File: src/rtl/lut_cfg_chain_driver.sv
// lut_cfg_chain_driver
//
// Upstream sequencer for a latch-based LUT configuration chain. A frame word
// is accepted over a valid/ready handshake and its low N_BITS bits are shifted
// MSB-first onto CONFin. Every bit is framed by two non-overlapping,
// non-adjacent latch-enable pulses: PHA (even latches) then PHB (odd latches).
//
// Optional feature macro: LUT_CFG_READBACK_EN
//   defined   : CONFout_tail is sampled once per bit into rb_data
//   undefined : rb_data is tied to 0 and CONFout_tail is ignored
//
// Ports
//   CLK           sole clock, rising edge
//   RESETn        asynchronous active-low reset
//   in_data       frame word (bits DATA_WIDTH-1..N_BITS ignored)
//   in_valid      frame word offered
//   in_ready      driver can accept a word (IDLE)
//   CONFin        serial data to the chain head
//   PHA / PHB     even / odd latch enables
//   CONFout_tail  chain tail, used for readback
//   busy          frame in progress
//   done          one-cycle pulse in the last cycle of a frame
//   rb_data       readback word, valid while done=1

module lut_cfg_chain_driver #(
    parameter int DATA_WIDTH = 32,
    parameter int N_BITS     = 18,
    parameter int PULSE_CYC  = 1,
    parameter int GAP_CYC    = 1
) (
    input  logic                  CLK,
    input  logic                  RESETn,
    input  logic [DATA_WIDTH-1:0] in_data,
    input  logic                  in_valid,
    output logic                  in_ready,
    output logic                  CONFin,
    output logic                  PHA,
    output logic                  PHB,
    input  logic                  CONFout_tail,
    output logic                  busy,
    output logic                  done,
    output logic [DATA_WIDTH-1:0] rb_data
);

    localparam int TMR_MAX = (PULSE_CYC > GAP_CYC) ? PULSE_CYC : GAP_CYC;
    localparam int TMR_W   = $clog2(TMR_MAX + 1);
    localparam int CNT_W   = (N_BITS > 1) ? $clog2(N_BITS) : 1;

    localparam logic [2:0] S_IDLE   = 3'd0;
    localparam logic [2:0] S_SETUP  = 3'd1;
    localparam logic [2:0] S_A_HI   = 3'd2;
    localparam logic [2:0] S_A_GAP  = 3'd3;
    localparam logic [2:0] S_B_HI   = 3'd4;
    localparam logic [2:0] S_B_GAP  = 3'd5;
    localparam logic [2:0] S_FINISH = 3'd6;

    localparam logic [TMR_W-1:0] PULSE_LOAD = TMR_W'(PULSE_CYC - 1);
    localparam logic [TMR_W-1:0] GAP_LOAD   = TMR_W'(GAP_CYC - 1);
    localparam logic [CNT_W-1:0] CNT_LOAD   = CNT_W'(N_BITS - 1);

    logic [2:0]        state, state_nxt;
    logic [TMR_W-1:0]  tmr, tmr_nxt;
    logic [CNT_W-1:0]  cnt, cnt_nxt;
    logic [N_BITS-1:0] shreg;
    logic              accept;
    logic              last_gap;

    // Bits above N_BITS never reach the chain.
    logic unused_in_data;
    assign unused_in_data = ^in_data;

    // NOTE: every signal assigned here gets a default at the top, so no path
    // through the case statement can leave a value held and infer a latch.
    always_comb begin
        state_nxt = state;
        tmr_nxt   = tmr;
        cnt_nxt   = cnt;
        accept    = 1'b0;
        last_gap  = 1'b0;
        case (state)
            S_IDLE: begin
                if (in_valid && in_ready) begin
                    accept    = 1'b1;
                    cnt_nxt   = CNT_LOAD;
                    state_nxt = S_SETUP;
                end
            end
            S_SETUP: begin
                tmr_nxt   = PULSE_LOAD;
                state_nxt = S_A_HI;
            end
            S_A_HI: begin
                if (tmr == '0) begin
                    tmr_nxt   = GAP_LOAD;
                    state_nxt = S_A_GAP;
                end else begin
                    tmr_nxt = tmr - 1'b1;
                end
            end
            S_A_GAP: begin
                if (tmr == '0) begin
                    tmr_nxt   = PULSE_LOAD;
                    state_nxt = S_B_HI;
                end else begin
                    tmr_nxt = tmr - 1'b1;
                end
            end
            S_B_HI: begin
                if (tmr == '0) begin
                    tmr_nxt   = GAP_LOAD;
                    state_nxt = S_B_GAP;
                end else begin
                    tmr_nxt = tmr - 1'b1;
                end
            end
            S_B_GAP: begin
                if (tmr == '0) begin
                    last_gap = 1'b1;
                    if (cnt == '0) begin
                        state_nxt = S_FINISH;
                    end else begin
                        cnt_nxt   = cnt - 1'b1;
                        state_nxt = S_SETUP;
                    end
                end else begin
                    tmr_nxt = tmr - 1'b1;
                end
            end
            S_FINISH: state_nxt = S_IDLE;
            default:  state_nxt = S_IDLE;
        endcase
    end

    // Outputs are registered copies of a decode of the next state, so each
    // output is already correct in the first cycle of its state.
    // NOTE: sequential state uses non-blocking assignments so every register
    // samples pre-edge values regardless of block evaluation order.
    always_ff @(posedge CLK or negedge RESETn) begin
        if (!RESETn) begin
            state    <= S_IDLE;
            tmr      <= '0;
            cnt      <= '0;
            shreg    <= '0;
            in_ready <= 1'b0;
            busy     <= 1'b0;
            done     <= 1'b0;
            PHA      <= 1'b0;
            PHB      <= 1'b0;
            CONFin   <= 1'b0;
        end else begin
            state    <= state_nxt;
            tmr      <= tmr_nxt;
            cnt      <= cnt_nxt;
            in_ready <= (state_nxt == S_IDLE);
            busy     <= (state_nxt != S_IDLE);
            done     <= (state_nxt == S_FINISH);
            PHA      <= (state_nxt == S_A_HI);
            PHB      <= (state_nxt == S_B_HI);
            // CONFin changes only on entry to SETUP, holding through B_GAP.
            if (accept) begin
                shreg  <= in_data[N_BITS-1:0];
                CONFin <= in_data[N_BITS-1];
            end else if (last_gap && (cnt != '0)) begin
                CONFin <= shreg[cnt_nxt];
            end
        end
    end

`ifdef LUT_CFG_READBACK_EN
    // The tail shows the oldest resident bit first, so after N_BITS samples
    // that bit sits at position N_BITS-1.
    always_ff @(posedge CLK or negedge RESETn) begin
        if (!RESETn) begin
            rb_data <= '0;
        end else if (accept) begin
            rb_data <= '0;
        end else if (last_gap) begin
            rb_data <= {rb_data[DATA_WIDTH-2:0], CONFout_tail};
        end
    end
`else
    logic unused_tail;
    assign unused_tail = CONFout_tail;
    assign rb_data     = '0;
`endif

endmodule

File: config.mk
export PLATFORM = sky130hd
export DESIGN_NAME = lut_cfg_chain_driver
export DESIGN_NICKNAME = d
export VERILOG_FILES = /design/src/rtl/lut_cfg_chain_driver.sv
export SDC_FILE = /design/constraint.sdc
export NUM_CORES = 1
export LEC_CHECK = 0
export CORE_AREA = 2 2 70 72
export CTS_BUF_LIST = sky130_fd_sc_hd__clkbuf_2 sky130_fd_sc_hd__clkbuf_4 sky130_fd_sc_hd__clkbuf_8
export DETAILED_ROUTE_END_ITERATION = 10
export DIE_AREA = 0 0 72 74
export GPL_ROUTABILITY_DRIVEN = 0
export GPL_TIMING_DRIVEN = 0
export PLACE_DENSITY = 0.77
export SLEW_MARGIN = 20
export SYNTH_ARGS = -nofsm -noshare
export SYNTH_HDL_FRONTEND = slang
export SYNTH_SLANG_ARGS = --single-unit
export TNS_END_PERCENT = 20
File: constraint.sdc
create_clock -name CLK -period 2.1 [get_ports CLK]
set_input_delay 0.525 -clock CLK [delete_from_list [all_inputs] [get_ports CLK]]
set_output_delay 0.525 -clock CLK [all_outputs]
set_load 0.05 [all_outputs]
Word-level counts from Yosys, hierarchy flattened
Index checks and enable logic that the tools add are counted.
Word-level totals
  logic and storage cells: 52
  input port bits: 36
  output and inout port bits: 38
  bits in registers: 33
Operators by class
  reduce and logical (&&, ||, !) cells: 10
  order comparisons: 1
  multiplexer cells: 21
  eq/ne operators: 8
  add/sub/neg operators: 2
Operator list (number)
  3-bit 2-to-1 mux: 6
  3-bit case mux with 6 select lines: 1
  5-bit 2-to-1 mux: 3
  3-bit == test, second input constant: 4
  5-bit case mux with 2 select lines: 1
  3-bit by 2-bit == test with 1-bit output, second input constant: 3
  1-bit 2-to-1 mux: 8
  3-bit zero test: 2
  5-bit by 6-bit < comparator with 1-bit output, second input constant: 1
  1-bit binary-select mux with 5-bit select: 1
  5-bit zero test: 1
  5-bit nonzero test: 1
  5-bit by 1-bit subtractor with 5-bit output, second input constant: 1
  2-bit nonzero test: 2
  4-bit OR reduction: 1
  3-bit by 1-bit == test with 1-bit output, second input constant: 1
  3-bit nonzero test: 1
  1-bit logical AND: 2
  1-bit case mux with 2 select lines: 1
  1-bit subtractor, second input constant: 1

Logic depth before layout (Yosys ltp)
Gate-level depths: netlist (run 1).
  depth in word-level cells: 8
  mapped depth: 10
  gate-level depth less buffers: 9

Worst setup path after synthesis (run 1)
No wires, ideal clock.
  kind: register -> register
  from: register cnt[0]
  to: register CONFin
  setup slack: -0.149 ns
  arrival time: 2.158 ns
  data required time: 2.010 ns
  path buffers: 0
  period minus slack after synthesis: 2.249 ns
  setup time: 0.090 ns
  stages on the path, launching flop included: 10
  path through: dfrtp_1 > inv_1 > ha_1 > or4b_4 > nand3_2 > a21oi_2 > mux2i_1 > a221o_1 > a2111o_1 > o221ai_1
Between the ends
  cells in the longest elaborated chain, start to end: 8
  elaborated cells on any way between the ends: 13
  classes of those cells: add/sub: 1; mux: 8; reduce/logical: 4
Ends and longest elaborated chain
  start: declaration: RTL line 63  | logic [CNT_W-1:0] cnt, cnt_nxt;
  start signal: assignment: RTL line 153  | cnt <= cnt_nxt;
  5-bit by 1-bit subtractor with 5-bit output or 5-bit zero test (tied branches): RTL line 122, 119
  5-bit 2-to-1 mux: RTL line 119  | if (cnt == '0) begin
  5-bit 2-to-1 mux: RTL line 117  | if (tmr == '0) begin
  5-bit case mux with 2 select lines: RTL line 80  | case (state)
  1-bit binary-select mux with 5-bit select: RTL line 164  | CONFin <= shreg[cnt_nxt];
  1-bit 2-to-1 mux (implied by the code): RTL line 164
  1-bit 2-to-1 mux: RTL line 163  | end else if (last_gap && (cnt != '0)) begin
  1-bit 2-to-1 mux: RTL line 160  | if (accept) begin
  end signal: assignment: RTL line 162  | CONFin <= in_data[N_BITS-1];
  end signal: assignment: RTL line 164
  end: declaration: RTL line 36  | output logic CONFin,
Several ways; a longest one is shown, not always the timed one. The select of a mux whose other input is x is not followed.
A chain may end at the register's enable or synchronous reset.

Worst setup path after layout (run 1)
  from: register cnt[0]
  to: register CONFin
Between the ends
  cells in the longest elaborated chain, start to end: 8
  elaborated cells on any way between the ends: 13
  classes of those cells: add/sub: 1; mux: 8; reduce/logical: 4
Ends and longest elaborated chain (RTL line)
  5-bit by 1-bit subtractor with 5-bit output or 5-bit zero test (tied branches): 122, 119
  5-bit 2-to-1 mux (*): 119
  5-bit 2-to-1 mux (*): 117
  5-bit case mux with 2 select lines (*): 80
  net cnt_nxt[1]: 63
  1-bit binary-select mux with 5-bit select (*): 164
  1-bit 2-to-1 mux (implied by the code) (*): 164
  1-bit 2-to-1 mux (*): 163
  1-bit 2-to-1 mux (*): 160
The timed path passes the listed nets; every way through them passes the cells marked *. The select of a mux whose other input is x is not followed.

==> results.toml, run 1 <==
[outcome]
status = "finished with violations"
violations = "negative setup slack"

[route]
wl_per_cell_um = 11.1
antenna_left = 0
via_per_inst = 4.34
vias = 1427
firstDrtPassIters = 4
drc = 0
totalWireLength_um = 3650
drt_iter0_drc = 51

[layout]
final_cell_mix = "61 x nand2_1, 44 x buf_4, 32 x dfrtp_1, 32 x conb_1, 24 x clkdlybuf4s50_1"
drive_gt1_frac = 0.280
nFillCells = 409
num_antenna_cells = 0
fin_util = 0.555
syn_to_final_growth_pct = 42.1
layout_commonest_cell = "nand2_1"
nNetsFinal = 311

[clock_network]
clk_pin_slew_ns = 0.07
clk_path_buf_depth = 2
tritoncts = "yes"
cts_htree_levels = 2
clock_latency_ns = 0.29
ctsHoldBuffers = 0
cts_buffers = 5
cts_sinks = 32
cts_root_buf = "clkbuf_8"

[floorplanning]
rows = 25
fp.dieH_um = 74
dieWidth_um = 72
dieArea_um2 = 5330
core_um2 = 4600
ios = 74
start_util = 0.390

[pwr]
ir_drop_mv = 0.494
power_w = 0.00332
p_per_area_nw_per_um2 = 1300
power_leakage_nw = 1.29

[critical_path]
worstPathRequired_ns = 2.30
path_class = "register to register"
critPathLaunchType = "register"
critPathMaxFanout = 6
endpoint_kind = "register"
cp.arrival_ns = 2.50

[timing]
fin_ws_ns = -0.194
fmax_mhz = 436
finalCritPeriodShare = 1.09
post-route-min-period_ns = 2.29
finalClockSkew_ns = 0.00370
slew_headroom = 0.529
setup_viol = 1
fin_hold_ws_ns = 0.284
hold_viol_final = 0
worst_pin_slew_ns = 0.707
rsz0062_at_grt = "yes"
finalMaxSlewViolations = 0

[global_routing]
track_usage = 0.149
global_route.usage.met3 = 0.0542
grt_start_max_net_pins = 33
antenna_found_initial = 0
grt_pass1_wl_um = 6020
gr-total-overflow = 0
grt_use_met2 = 0.248
grtUsageMet1 = 0.180
grt_most_used_layer = "met2"
first_global_vias = 1340

[synthesis]
avgSynthCellArea_um2 = 9.07
ys_seq_elements = 32
synthArstFlopShare = 1.00
synthesis.area_um2 = 1800
ys_warn_count = 0
synth-main-ff-cell = "dfrtp_1"
ys_types = 43
synth_edf_count = 0
synth_cells = 198
ys_seq_area_frac = 0.446

[flow_run]
maxCapViolCount = 0

[placed_design]
io_buffers = 26
hpwl_um = 2390

[worst_hold_path]
holdCritPathClass = "input port to async pin"
==> stage by stage <==
stage | TNS [ns] | setup WS (ns) | cells | cell area [um^2]
floorplan | -0.0946 | -0.0946 | 229 | 1920
global placement | -3.90 | -0.613 | 309 | 2250
detailed placement | -1.89 | -0.629 | 309 | 2240
CTS | -0.167 | -0.167 | 326 | 2510
global route | -0.279 | -0.279 | 329 | 2550
finish | -0.194 | -0.194 | 329 | 2550
==> metal layers <==
| metal | share of wire | wire, um | vias to the layer above |
|---|---|---|---|
| li1 | - | - | 736 |
| met1 | 0.41 | 1500 | 643 |
| met2 | 0.52 | 1880 | 42 |
| met3 | 0.059 | 217 | 6 |
| met4 | 0.012 | 45 | 0 |
| met5 | 0 | 0 | - |
==> where the power goes <==
| part | internal (W) | switching (W) |
|---|---|---|
| registers | 0.000877 | 0.000181 |
| logic | 0.000759 | 0.000911 |
| clock network | 0.000365 | 0.000230 |
==> cell usage after synthesis, types with 2 or more instances <==
master / n / area [um^2]
nor3b_1: 2 / 15.0
nor3_1: 3 / 15.0
nor2_1: 4 / 15.0
nand3_1: 3 / 15.0
a31oi_1: 2 / 12.5
and3_1: 3 / 18.8
dfrtp_1: 32 / 801
o21ai_0: 2 / 10.0
buf_6: 2 / 22.5
inv_1: 6 / 22.5
nand2_1: 62 / 233
a21oi_1: 3 / 15.0
clkbuf_1: 2 / 7.51
mux2i_1: 9 / 90.1
buf_2: 2 / 10.0
and2b_1: 2 / 15.0
buf_4: 33 / 248
==> flip-flops by register name, summed over array words and instances, names as in the netlist <==
signal and cells:
PHA 1, cnt 5, state 3, PHB 1, CONFin 1, busy 1
in_ready 1, shreg 18, done 1
==> layout make-up <==
class                   instances  area, um^2  share of cell area
flip-flops and latches         32         801               0.314
clock buffers                   6        76.3              0.0299
repair buffers                 38         352               0.138
clock inverters                 2        35.0              0.0137
well taps                      54        67.6              0.0265
multi-input cells             151         903               0.354
plain buffers                  40         294               0.115
inverters                       6        22.5             0.00883
==> worst paths after layout <==
kind,from,end,slack [ns],depth (start not counted)
setup / recovery,cnt[0],CONFin,-0.19,9
setup reg to reg,cnt[0],CONFin,-0.19,9
max in group asynchronous,RESETn,shreg[17],1.36,1
min in group CLK,shreg[15],shreg[15],0.48,2
hold / removal,RESETn,PHA,0.28,1
hold reg to reg,shreg[15],shreg[15],0.48,2
==> logic make-up after synthesis <==
family / Yosys count / share of synthesized area
AND/OR/NAND/NOR: 87 / 0.224
buffers and inverters: 46 / 0.175
flip-flops: 32 / 0.446
AO/OA/AOI/OAI: 20 / 0.0843
multiplexers: 10 / 0.0564
adder cells (fa/ha/maj): 1 / 0.00697
other: 1 / 0.00209
XOR/XNOR: 1 / 0.00488
==> critical path: stages, from the launching register on <==
cell and delay (ns):
dfrtp_1 0.40, inv_2 0.09, ha_4 0.14, or4b_4 0.50
buf_6 0.16, nand2_8 0.07, o22ai_4 0.10, a221o_1 0.27
a2111o_1 0.41, o221ai_1 0.07
==> repair_timing <==
item / in CTS / in global routing
setup endpoints to repair: 1 / 1
resized for setup: 17 / 4
pin swaps: 9 / 4
setup buffers: 9 / 3
(Power assumes the default switching activity.)
==> run 2: changes to the inputs <==
- PLACE_DENSITY: 0.77 -> 0.88
==> run 2 against run 1 <==
Against the previous run: the run still ends with negative setup slack left; global-route usage fell by 0.70 points; core utilization fell by 0.87 points; first-iteration DRC count rose by 14%; power fell by 2.6%; largest cell class unchanged; critical path depth did not move; worst hold slack got worse by 0.0055 ns; sequential share of layout area rose by 0.50 points.
==> results.toml, run 2 (synthesis gave the netlist of run 1 again) <==
[pwr]
ir_drop_mv = 0.564
p_sw_frac = 0.405
clockPowerShare = 0.159
intPower_w = 0.00193
p_per_area_nw_per_um2 = 1290
p_comb_frac = 0.513
seqPwrFrac = 0.328
power_leakage_nw = 1.28
power.switching_w = 0.00131

[clock_network]
cts_htree_levels = 2
clk_path_buf_depth = 2
cts_root_buf = "clkbuf_8"
ctsHoldBuffers = 0
tritoncts = "yes"
cts_sinks = 32
cts_buffers = 5
clk_pin_slew_ns = 0.07
clock_latency_ns = 0.28

[route]
antenna_left = 0
wl_per_cell_um = 11.2
vias = 1447
drt_iter0_drc = 58
drc = 0
firstDrtPassIters = 4
totalWireLength_um = 3670
via_per_inst = 4.43

[layout]
nNetsFinal = 309
fin_util = 0.546
design_area_um2 = 2510
drive_gt1_frac = 0.275
reg_top3 = "shreg (18), cnt (5), state (3)"
layout_commonest_cell = "nand2_1"
num_antenna_cells = 0
final_cells = 327
largest_reg_flops = 18
final_cell_mix = "62 x nand2_1, 43 x buf_4, 32 x dfrtp_1, 32 x conb_1, 24 x clkdlybuf4s50_1"
regMostFlops = "shreg"
nFillCells = 401
syn_to_final_growth_pct = 39.9

[timing]
slew_headroom = 0.526
setup_viol = 1
setup_tns_ns = -0.235
fin_ws_ns = -0.235
rsz0062_at_grt = "yes"
finalCritPeriodShare = 1.11
finalClockSkew_ns = 0.00501
fmax_mhz = 428
worst_pin_slew_ns = 0.710
finalMaxSlewViolations = 0
hold_viol_final = 0
post-route-min-period_ns = 2.33

[floorplanning]
core_um2 = 4600
fp.dieH_um = 74
ios = 74
dieArea_um2 = 5330
start_util = 0.390
rows = 25
dieWidth_um = 72

[critical_path]
crit_start = "cnt[0]"
worstPathRequired_ns = 2.31
critPathMaxFanout = 3
r2r_cells = 9
path_class = "register to register"
critPathLaunchType = "register"
cp.arrival_ns = 2.54
r2r-start = "cnt[0]"
endpoint_kind = "register"

[global_routing]
track_usage = 0.142
grt_start_max_net_pins = 33
gr-total-overflow = 0
first_global_vias = 1327
grt_pass1_wl_um = 5660
antenna_found_initial = 0

[outcome]
violations = "negative setup slack"
status = "finished with violations"

[placed_design]
io_buffers = 26
place_area_um2 = 2240
dp_cells = 309
hpwl_um = 2580

[flow_run]
maxCapViolCount = 0

[worst_hold_path]
holdCritPathClass = "input port to async pin"
## run 2: repair_timing
action,in CTS,in global routing
pin swaps,3,8
setup endpoints to repair,1,1
endpoints found under the hold margin,0,0
buffers inserted,7,3
resized for setup,9,9
## run 2: path summary, 6_finish.rpt
kind,endpoint,slack [ns]
min in group CLK,shreg[15],0.48
max,CONFin,-0.23
max in group asynchronous,shreg[16],1.35
min,PHA,0.28
min reg2reg,shreg[15],0.48
max reg2reg,CONFin,-0.23
## run 2: metal layers
metal	global-route usage	part of all wire	vias up	wire length [um]
li1	-	-	729	-
met1	0.150	0.37	658	1370
met2	0.254	0.54	50	1960
met3	0.0434	0.064	10	236
met4	0.0755	0.026	0	97
met5	0	0	-	0
## run 2: per-stage QoR
stage / power [W] / worst slack [ns] / hold slack [ns]
final: 0.00324 / -0.235 / 0.279
after global placement: 0.00240 / -0.586 / 0.453
after floorplan: 0.00213 / -0.0946 / 0.229
after global routing: 0.00345 / -0.304 / 0.349
after detailed placement: 0.00246 / -0.649 / 0.464
after CTS: 0.00315 / -0.171 / 0.303
## run 2: power by group through the flow
| stage | clock [W] | combinational (W) | sequential, W |
|---|---|---|---|
| after floorplan | 0 | 0.000980 | 0.00115 |
| after global placement | 0 | 0.00137 | 0.00103 |
| after detailed placement | 0 | 0.00141 | 0.00105 |
| after CTS | 0.000532 | 0.00157 | 0.00105 |
| after global routing | 0.000552 | 0.00181 | 0.00109 |
| final | 0.000514 | 0.00166 | 0.00106 |
## run 2: critical path, stage by stage, from the launching register on
cell and delay, ns:
dfrtp_1 0.41, inv_2 0.10, ha_4 0.14, or4b_4 0.50, nand3_4 0.11, a21oi_4 0.07, mux2i_1 0.12, a221o_1 0.31
a2111o_1 0.42, o221ai_2 0.06
## run 2: cell type report
class / instances / area (um^2) / area share
inverter: 6 / 22.5 / 0.00897
sequential: 32 / 801 / 0.319
tap: 54 / 67.6 / 0.0269
multi-input combinational: 151 / 892 / 0.355
buffer: 40 / 294 / 0.117
clock buffer: 8 / 97.6 / 0.0389
timing repair buffer: 36 / 337 / 0.134
==> run 3: changes to the inputs <==
- SKIP_CTS_REPAIR_TIMING: unset -> 1
==> run 3 against run 2 <==
Against the previous run: power down 2.2%; via count grew 0.55%; sequential share of layout area rose by 0.81 points; the run still ends with negative setup slack left; critical endpoint unchanged; first-iteration DRC count rose by 1.7%; sequential cell count stayed put; clock skew shrank 0.0028 ns; worst hold slack gained 0.010 ns; design area down 2.5%; clock power barely moved; core utilization fell by 1.4 points; register-to-register slack got worse by 0.02 ns.
==> results.toml, run 3 (synthesis gave the netlist of run 1 again) <==
[placed_design]
hpwl_um = 2580
dp_cells = 309
place_area_um2 = 2240
io_buffers = 26

[route]
firstDrtPassIters = 4
drc = 0
antenna_left = 0
via_per_inst = 4.49
dr_wl_met2_um = 1950
wl_met1_um = 1400
wl_met3_um = 216
wl_per_cell_um = 11.2
highest_layer = "met4"
drt_iter0_drc = 59
totalWireLength_um = 3640
vias = 1455

[timing]
worst_pin_slew_ns = 0.708
finalMaxSlewViolations = 0
finalClockSkew_ns = 0.00220
finalCritPeriodShare = 1.12
slew_headroom = 0.528
rsz0062_at_grt = "yes"
setup_viol = 1
hold_viol_final = 0
fmax_mhz = 424
post-route-min-period_ns = 2.36
setup_tns_ns = -0.259
fin_ws_ns = -0.259

[clock_network]
tritoncts = "yes"
cts_root_buf = "clkbuf_8"
cts_sinks = 32
clock_latency_ns = 0.28
cts_htree_levels = 2
clk_path_buf_depth = 2
cts_buffers = 5
clk_pin_slew_ns = 0.06

[pwr]
p_per_area_nw_per_um2 = 1290
power_w = 0.00317
ir_drop_mv = 0.567
power_leakage_nw = 1.25

[global_routing]
antenna_found_initial = 0
grt_start_max_net_pins = 33
first_global_vias = 1260
grt_pass1_wl_um = 5300
track_usage = 0.132
gr-total-overflow = 0

[floorplanning]
rows = 25
dieArea_um2 = 5330
dieWidth_um = 72
fp.dieH_um = 74
start_util = 0.390
core_um2 = 4600
ios = 74

[outcome]
violations = "negative setup slack"
status = "finished with violations"

[critical_path]
critPathMaxFanout = 8
critPathLaunchType = "register"
path_class = "register to register"
endpoint_kind = "register"
cp.arrival_ns = 2.55
worstPathRequired_ns = 2.29

[layout]
layout_commonest_cell = "nand2_1"
largest_reg_flops = 18
final_cell_mix = "62 x nand2_1, 40 x buf_4, 32 x dfrtp_1, 32 x conb_1, 25 x clkdlybuf4s50_1"
num_antenna_cells = 0
reg_top3 = "shreg (18), cnt (5), state (3)"
syn_to_final_growth_pct = 36.4
final_cells = 324
design_area_um2 = 2450
drive_gt1_frac = 0.252
nNetsFinal = 306
regMostFlops = "shreg"
nFillCells = 402

[worst_hold_path]
holdCritPathClass = "input port to async pin"

[flow_run]
maxCapViolCount = 0
## run 3: cell types whose count changed in the layout (fill, tap and decap cells not counted), sizes merged
cell,before,now
dlymetal6s2s,1,0
clkdlybuf4s50,24,25
buf,49,45
clkbuf,10,11
## run 3: cell type report
cell class                 count  area [um^2]  share of cell area
timing repair buffer          33          308               0.126
buffer                        40          294               0.120
multi-input combinational    151          858               0.351
tap                           54         67.6              0.0276
inverter                       6         22.5             0.00920
sequential                    32          801               0.327
clock buffer                   8         97.6              0.0399
## run 3: power breakdown
group	leakage [nW]	total [W]	internal (W)	switching, W
Clock	0.0523	0.000515	0.000293	0.000222
Combinational	0.803	0.00159	0.000712	0.000880
Sequential	0.398	0.00106	0.000877	0.000184
## run 3: path summary, 6_finish.rpt
kind | start | end | slack [ns] | cells past startpoint
max | cnt[0] | CONFin | -0.26 | 10
min | RESETn | PHA | 0.29 | 1
max reg2reg | cnt[0] | CONFin | -0.26 | 10
min reg2reg | shreg[15] | shreg[15] | 0.48 | 2
max in group asynchronous | RESETn | shreg[2] | 1.36 | 1
min in group CLK | shreg[15] | shreg[15] | 0.48 | 2
## run 3: per-stage QoR
step | hold WS [ns] | utilization | setup slack, ns
final | 0.289 | 0.533 | -0.259
after global routing | 0.349 | 0.533 | -0.314
after detailed placement | 0.464 | 0.487 | -0.649
after floorplan | 0.229 | - | -0.0946
after CTS | 0.303 | 0.509 | -0.383
after global placement | 0.453 | 0.488 | -0.586
## run 3: metal layers
metal / track usage / vias up
li1: - / 728
met3: 0.0420 / 7
met2: 0.242 / 50
met1: 0.136 / 670
met5: 0 / -
met4: 0.0692 / 0
## run 3: worst max-delay path, stage by stage (launching register included)
cell and delay (ns):
dfrtp_1 0.41, inv_2 0.09, ha_4 0.14, or4b_4 0.51, nand3_2 0.10, a21oi_2 0.08
buf_6 0.15, mux2_4 0.19, nand3_1 0.08, a2111o_1 0.44, o221ai_1 0.08
